[config.mk]
export PLATFORM = sky130hd
export DESIGN_NAME = regfile_ctrl
export DESIGN_NICKNAME = d
export VERILOG_FILES = /design/src/rtl/regfile_pkg.sv /design/src/rtl/regfile_scoreboard.sv /design/src/rtl/regfile_ctrl.sv
export SDC_FILE = /design/constraint.sdc
export NUM_CORES = 1
export LEC_CHECK = 0
export CAP_MARGIN = 20
export CORE_AREA = 10 10 172 174
export CTS_CLUSTER_DIAMETER = 100
export DETAILED_ROUTE_END_ITERATION = 12
export DIE_AREA = 0 0 182 184
export HOLD_SLACK_MARGIN = 0.06
export PLACE_DENSITY = 0.47
export SYNTH_ARGS = -nofsm -noshare
export SYNTH_HDL_FRONTEND = slang
export SYNTH_SLANG_ARGS = --single-unit
[constraint.sdc]
create_clock -name clk -period 7.2 [get_ports clk]
set_input_delay 1.44 -clock clk [delete_from_list [all_inputs] [get_ports clk]]
set_output_delay 1.44 -clock clk [all_outputs]
set_load 0.005 [all_outputs]
[src/rtl/regfile_pkg.sv]
// Shared sizing and state encoding for the register-file write-port controller.
package regfile_pkg;

    localparam int NREG = 32;
    localparam int AW   = 5;
    localparam int DW   = 32;
    localparam int CNTW = 2;

    localparam logic [CNTW-1:0] CNT_MAX = '1;

    typedef enum logic {
        INIT = 1'b0,
        RUN  = 1'b1
    } ctrlStateT;

endpackage

[src/rtl/regfile_scoreboard.sv]
// Per-register in-flight producer counters with hazard, full and idle lookups.
module regfile_scoreboard
    import regfile_pkg::*;
(
    input  logic          clk,
    input  logic          reset,
    input  logic          incEn,
    input  logic [AW-1:0] incAddr,
    input  logic          decEn,
    input  logic [AW-1:0] decAddr,
    input  logic [AW-1:0] rsAddr,
    input  logic [AW-1:0] rtAddr,
    input  logic [AW-1:0] rdAddr,
    input  logic [AW-1:0] dbgAddr,
    input  logic [AW-1:0] wbAddr,
    output logic          hazard,
    output logic          rdFull,
    output logic          dbgIdle,
    output logic          wbIdle
);

    logic [NREG-1:0][CNTW-1:0] cntReg;
    logic [NREG-1:0][CNTW-1:0] cntNext;

    // Register 0 is hardwired and never has producers.
    assign cntNext[0] = '0;

    generate
        for (genvar gi = 1; gi < NREG; gi++) begin : g_cnt
            logic incHit;
            logic decHit;
            assign incHit = incEn && (incAddr == AW'(gi));
            // A stray writeback never drives a counter below zero.
            assign decHit = decEn && (decAddr == AW'(gi)) && (cntReg[gi] != '0);
            assign cntNext[gi] = (incHit && !decHit) ? cntReg[gi] + 1'b1 :
                                 (decHit && !incHit) ? cntReg[gi] - 1'b1 :
                                                       cntReg[gi];
        end
    endgenerate

    always_ff @(posedge clk) begin
        if (reset) begin
            cntReg <= '0;
        end else begin
            cntReg <= cntNext;
        end
    end

    assign hazard  = ((rsAddr != '0) && (cntReg[rsAddr] != '0)) ||
                     ((rtAddr != '0) && (cntReg[rtAddr] != '0));
    assign rdFull  = (cntReg[rdAddr] == CNT_MAX);
    assign dbgIdle = (cntReg[dbgAddr] == '0);
    assign wbIdle  = (cntReg[wbAddr] == '0);

endmodule

[src/rtl/regfile_ctrl.sv]
// Owns the register file write port: post-reset clear sweep, writeback/debug
// arbitration with registered write outputs, and RAW-hazard issue stalling.
module regfile_ctrl
    import regfile_pkg::*;
(
    input  logic          clk,
    input  logic          reset,
    input  logic          wb_valid,
    input  logic [AW-1:0] wb_rd,
    input  logic [DW-1:0] wb_data,
    input  logic          dbg_valid,
    output logic          dbg_ready,
    input  logic [AW-1:0] dbg_addr,
    input  logic [DW-1:0] dbg_data,
    input  logic          iss_valid,
    output logic          iss_ready,
    input  logic [AW-1:0] iss_rd,
    input  logic [AW-1:0] iss_rs,
    input  logic [AW-1:0] iss_rt,
    output logic          stall,
    output logic          rf_we,
    output logic [AW-1:0] rf_waddr,
    output logic [DW-1:0] rf_wdata,
    output logic          busy,
    output logic          sb_err
);

    ctrlStateT     stateReg, stateNext;
    logic [AW-1:0] sweepPtrReg, sweepPtrNext;
    logic          rfWeReg, rfWeNext;
    logic [AW-1:0] rfWaddrReg, rfWaddrNext;
    logic [DW-1:0] rfWdataReg, rfWdataNext;
    logic          wbDecReg, wbDecNext;
    logic          sbErrReg, sbErrNext;

    logic hazard, rdFull, dbgIdle, wbIdle;
    logic wbWrite, incEn;

    regfile_scoreboard u_scoreboard (
        .clk     (clk),
        .reset   (reset),
        .incEn   (incEn),
        .incAddr (iss_rd),
        .decEn   (wbDecReg),
        .decAddr (rfWaddrReg),
        .rsAddr  (iss_rs),
        .rtAddr  (iss_rt),
        .rdAddr  (iss_rd),
        .dbgAddr (dbg_addr),
        .wbAddr  (wb_rd),
        .hazard  (hazard),
        .rdFull  (rdFull),
        .dbgIdle (dbgIdle),
        .wbIdle  (wbIdle)
    );

    assign busy      = (stateReg == INIT);
    assign wbWrite   = wb_valid && (wb_rd != '0);
    // Debug only gets the port when writeback leaves it free and nothing is in flight to that register.
    assign dbg_ready = (stateReg == RUN) && !wbWrite && dbg_valid && dbgIdle;
    assign stall     = busy || (iss_valid && (hazard || rdFull));
    assign iss_ready = iss_valid && !stall;
    assign incEn     = iss_ready && (iss_rd != '0);

    always_comb begin
        stateNext    = stateReg;
        sweepPtrNext = sweepPtrReg;
        rfWeNext     = 1'b0;
        rfWaddrNext  = rfWaddrReg;
        rfWdataNext  = rfWdataReg;
        wbDecNext    = 1'b0;
        sbErrNext    = sbErrReg;
        case (stateReg)
            INIT: begin
                rfWeNext     = 1'b1;
                rfWaddrNext  = sweepPtrReg;
                rfWdataNext  = '0;
                sweepPtrNext = sweepPtrReg + 1'b1;
                if (sweepPtrReg == AW'(NREG - 1)) begin
                    stateNext = RUN;
                end
            end
            RUN: begin
                if (wbWrite) begin
                    rfWeNext    = 1'b1;
                    rfWaddrNext = wb_rd;
                    rfWdataNext = wb_data;
                    wbDecNext   = 1'b1;
                    if (wbIdle) begin
                        sbErrNext = 1'b1;
                    end
                end else if (dbg_ready && (dbg_addr != '0)) begin
                    rfWeNext    = 1'b1;
                    rfWaddrNext = dbg_addr;
                    rfWdataNext = dbg_data;
                end
            end
            default: stateNext = INIT;
        endcase
    end

    always_ff @(posedge clk) begin
        if (reset) begin
            stateReg    <= INIT;
            sweepPtrReg <= '0;
            rfWeReg     <= 1'b0;
            rfWaddrReg  <= '0;
            rfWdataReg  <= '0;
            wbDecReg    <= 1'b0;
            sbErrReg    <= 1'b0;
        end else begin
            stateReg    <= stateNext;
            sweepPtrReg <= sweepPtrNext;
            rfWeReg     <= rfWeNext;
            rfWaddrReg  <= rfWaddrNext;
            rfWdataReg  <= rfWdataNext;
            wbDecReg    <= wbDecNext;
            sbErrReg    <= sbErrNext;
        end
    end

    assign rf_we    = rfWeReg;
    assign rf_waddr = rfWaddrReg;
    assign rf_wdata = rfWdataReg;
    assign sb_err   = sbErrReg;

endmodule

==> summary.md <==
| Metric | Value |
|---|---|
| Crit path arrival time | approximately 4500 ps |
| Metal2 WL | 12,500 microns |
| Port Buffers | roughly 140 |
| Buf/Inv on CP | 3 |
| DP Worst Slack | ~1200 ps |
| Placed Cells | roughly 1,300 |
| Worst setup margin | approximately 1300 ps |
| Final period util | 82.2% |
| Post-Synthesis Net Count | 947 |
| Max-cap viol count | 0 |
| Sw Ratio | a little over a quarter |
| Via count | between 6,000 and 7,000 |
| Dpl hpwl | between 15,000 and 20,000 microns |
| Worst hold path class | register to register |
| Setup violations, final | 0 |
| Synth Area in Simple Gates | around a quarter |
| R2r setup slk | 3800 ps |
| Fmax | 0.169 GHz |
| Remaining global-route overflow | 0 |
| Slew Limit Headroom | between 20% and 30% |
| Global-route wire length before repair | between 30,000 and 40,000 microns |
| CP max-delay cell | or4_1 |
| Met1 wire length | 10,800 microns |
| GRT Total Usage | roughly 15% |
| Initial antenna violation count | 0 |
| Worst-path maximum fanout | 14 |
| Share of power burned in registers | about 48% |
| RSZ-0062 raised after global routing | no |
| Critical Path, Cell by Cell | clkdlybuf4s50_1 -> buf_4 -> or4_1 -> o21ai_4 -> o2111ai_1 -> a311o_1 -> o21a_1 -> o21ai_0 -> clkdlybuf4s50_1 |
| Storage cell area | 0.00216 sq mm |
| Clk_skew | 15.2 ps |
| CP endpoint kind | primary output |
| Register area share after synthesis | between 20 and 30% |
| DR iter-0 viols | ~430 |
| Die Width | approximately 180 microns |
| Synth Flop Type | dfxtp_1 |
| Worst path top cell family by delay | compound AO/OA/AOI/OAI gates |
| Tot Pwr | ~0.0013 W |
| Mean post-synth cell area | between 9 and 10 sq um |
| Worst skew pair latency | 370 ps |
| Warnings from Yosys | 0 |
| Largest family of logic cells by synthesized area | simple AND/OR/NAND/NOR gates |
| Setup total negative slack | 0 ps |
| Combinational share of power | roughly an eighth |
| Most common cell in the netlist | dfxtp_1 |
| Initial Utilization | 28.7% |
| Util after Layout | between 30% and 40% |
| Max VDD drop | 0.0910 mV |
| LEAKAGE | slightly above 3 nW |
| Met3 wire len | 1090 microns |
| Tmin final | a little under 6000 ps |
| Pwr/cell area | 134 mW/mm^2 |
| Synth unique cells | about 50 |
| Fraction of layout cells with a size suffix above 1 | 11.2% |
| CTS root buf | clkbuf_16 |
| Int Power | 0.000925 W |
| Area Overhead vs Synth | 25.6% |
| Number of enable flip-flop cells after synthesis | 0 |
| XOR/XNOR Fraction of Synth Area | 7.65% |
| DRC Markers | 0 |
| Cell area after synthesis | roughly 0.0074 sq mm |
| Net switching power figure | 0.000327 W |
| Final Net Count | between 1,000 and 1,500 |
| Final Hold Vio Count | 0 |
| Row Count | 59 |
| Yosys reg bits | 108 |
| Setup repair bufs after CTS | 0 |
| Non-filler cells, final | roughly 1,300 |
| I/O pin cnt | between 100 and 150 |
| CTS H-tree depth | 3 |
| Synth top area share | between 20% and 30% |
| DR WL/cell | 19.7 microns |
| Uppermost layer routed | met4 |
| Hold Buf Count CTS | 0 |
| Vias per cell | about 5 |
| # diodes | 0 |
| Vias in the first global route | approximately 6,300 |
| CTS clock-pin slew for the worst setup and hold paths | ~70 ps |
| CP Launch Type | primary input |
| Multi-input logic area | 0.00504 sq mm |
| CTS resizes | 0 |
| Total length of routed wires | 24,900 microns |
| Die Span Y | between 150 and 200 microns |
| Post-Synthesis Cells | about 800 |
| Critical Path RT | about 5800 ps |
| Fillers | about 2,600 |
| CTS max path bufs | 2 |
| Antenna-violating nets left | 0 |
| Synth Area in Compound Gates | ~8.4% |
| Most used cell, CP | clkdlybuf4s50_1 |
| Mux cell area share after synthesis | 22.7% |
| Largest net degree at the start of global routing | 69 |
| Critical path type | primary input to primary output |
| Worst-Margin Slew | roughly 1000 ps |
| Top post-synthesis cells by area | dfxtp_1, mux4_2, xor2_1 |
| GP Congestion | 0.861 |
| Clock sink count | between 100 and 150 |
| Core ar. | 0.0259 sq mm |
| CP max stage delay | 570 ps |
| Post-synth top area cell | dfxtp_1 |
| Clock power frac | about two fifths |
| Cts bufs inserted | 9 |
| Max Slew Vio Count | 0 |
| Pre-antenna DRT Iters | 5 |
| Status | completed |
| Fraction of registers with async set/reset | 0% |
| Synth cell count leaders | dfxtp_1, nor2_1, nand2_1, xor2_1, mux2i_1 |
| Post-synthesis adder-cell area fraction | 5.55% |
| Die area | between 0.03 and 0.04 sq mm |
| CTS tree | built |
## worst register-to-register path, stage by stage (launching register included)
cell	delay, ps
dfxtp_1	440
nor2_1	160
mux4_2	490
mux4_2	470
mux2i_1	190
nor2_1	90
nand3_1	120
buf_4	350
nor3_1	150
ha_1	360
or3_1	370
a21oi_1	130
## per-stage QoR
stage          cell area, sq um  hold slack, ps
6_report                   9350             467
5_1_grt                    9350             489
4_1_cts                    9350             473
3_5_place_dp               9060             461
3_3_place_gp               9060             459
2_1_floorplan              7440             462
## area by class of cell
cell class	count	area share, %
clock buffer	9	2.41
clock inverter	7	0.643
inverter	5	0.201
multi-input combinational	658	53.9
sequential	108	23.1
tap	335	4.48
timing repair buffer	144	15.2
## path summary, 6_finish.rpt
kind | from | to | cells past startpoint
max | wb_rd[1] | dbg_ready | 9
min reg2reg | sb_err$_SDFFE_PP0P_ | sb_err$_SDFFE_PP0P_ | 2
max reg2reg | u_scoreboard.cntReg[26]$_SDFFE_PP0P_ | u_scoreboard.cntReg[19]$_SDFFE_PP0P_ | 11
min | sb_err$_SDFFE_PP0P_ | sb_err$_SDFFE_PP0P_ | 2
## layout by cell type, fill, tap and decap left out, types with 4 or more instances in the layout
| cell type | Yosys | final |
|---|---|---|
| clkdlybuf4s50_1 | 0 | 135 |
| dfxtp_1 | 108 | 108 |
| nor2_1 | 86 | 85 |
| nand2_1 | 74 | 74 |
| xor2_1 | 64 | 64 |
| mux2i_1 | 48 | 48 |
| nand2b_1 | 43 | 43 |
| nor3_1 | 39 | 39 |
| o21ai_0 | 38 | 38 |
| mux4_2 | 37 | 37 |
| a21oi_1 | 34 | 34 |
| or3_1 | 33 | 33 |
| mux2_2 | 33 | 33 |
| ha_1 | 33 | 33 |
| nand3b_1 | 32 | 32 |
| nor2b_1 | 12 | 12 |
| clkbuf_16 | 0 | 9 |
| buf_4 | 1 | 9 |
| a211oi_1 | 6 | 6 |
| a311o_1 | 6 | 6 |
| nand3_1 | 5 | 5 |
| inv_1 | 4 | 4 |
| and2_1 | 4 | 4 |
## layer usage
metal  vias to the layer above  global-route usage (%)
met2                       146                    24.8
met3                        29                    2.17
met4                         0                    5.08
met5                         -                       0
li1                       3147                       -
met1                      3042                    18.2
## registers in the layout (all words and copies together), names as in the netlist
| register | count |
|---|---|
| rf_waddr | 5 |
| rf_wdata | 32 |
| rf_we | 1 |
| sb_err | 1 |
| stateReg | 1 |
| sweepPtrReg | 5 |
| u_scoreboard.cntReg | 62 |
| wbDecReg | 1 |
## kinds of logic after synthesis
kind of cell | count (synthesis)
xor+xnor | 65
compound gates | 101
flops | 108
buf+inv | 54
simple gates | 341
fa+ha+maj | 33
mux | 118
## power groups by stage
stage          combinational [W]  clock (W)  sequential [W]
2_1_floorplan          0.0000734          0        0.000616
3_3_place_gp            0.000148          0        0.000617
3_5_place_dp            0.000149          0        0.000617
4_1_cts                 0.000150   0.000528        0.000603
5_1_grt                 0.000159   0.000538        0.000604
6_report                0.000148   0.000501        0.000603
Note: power is estimated with default switching activity, not from simulation.
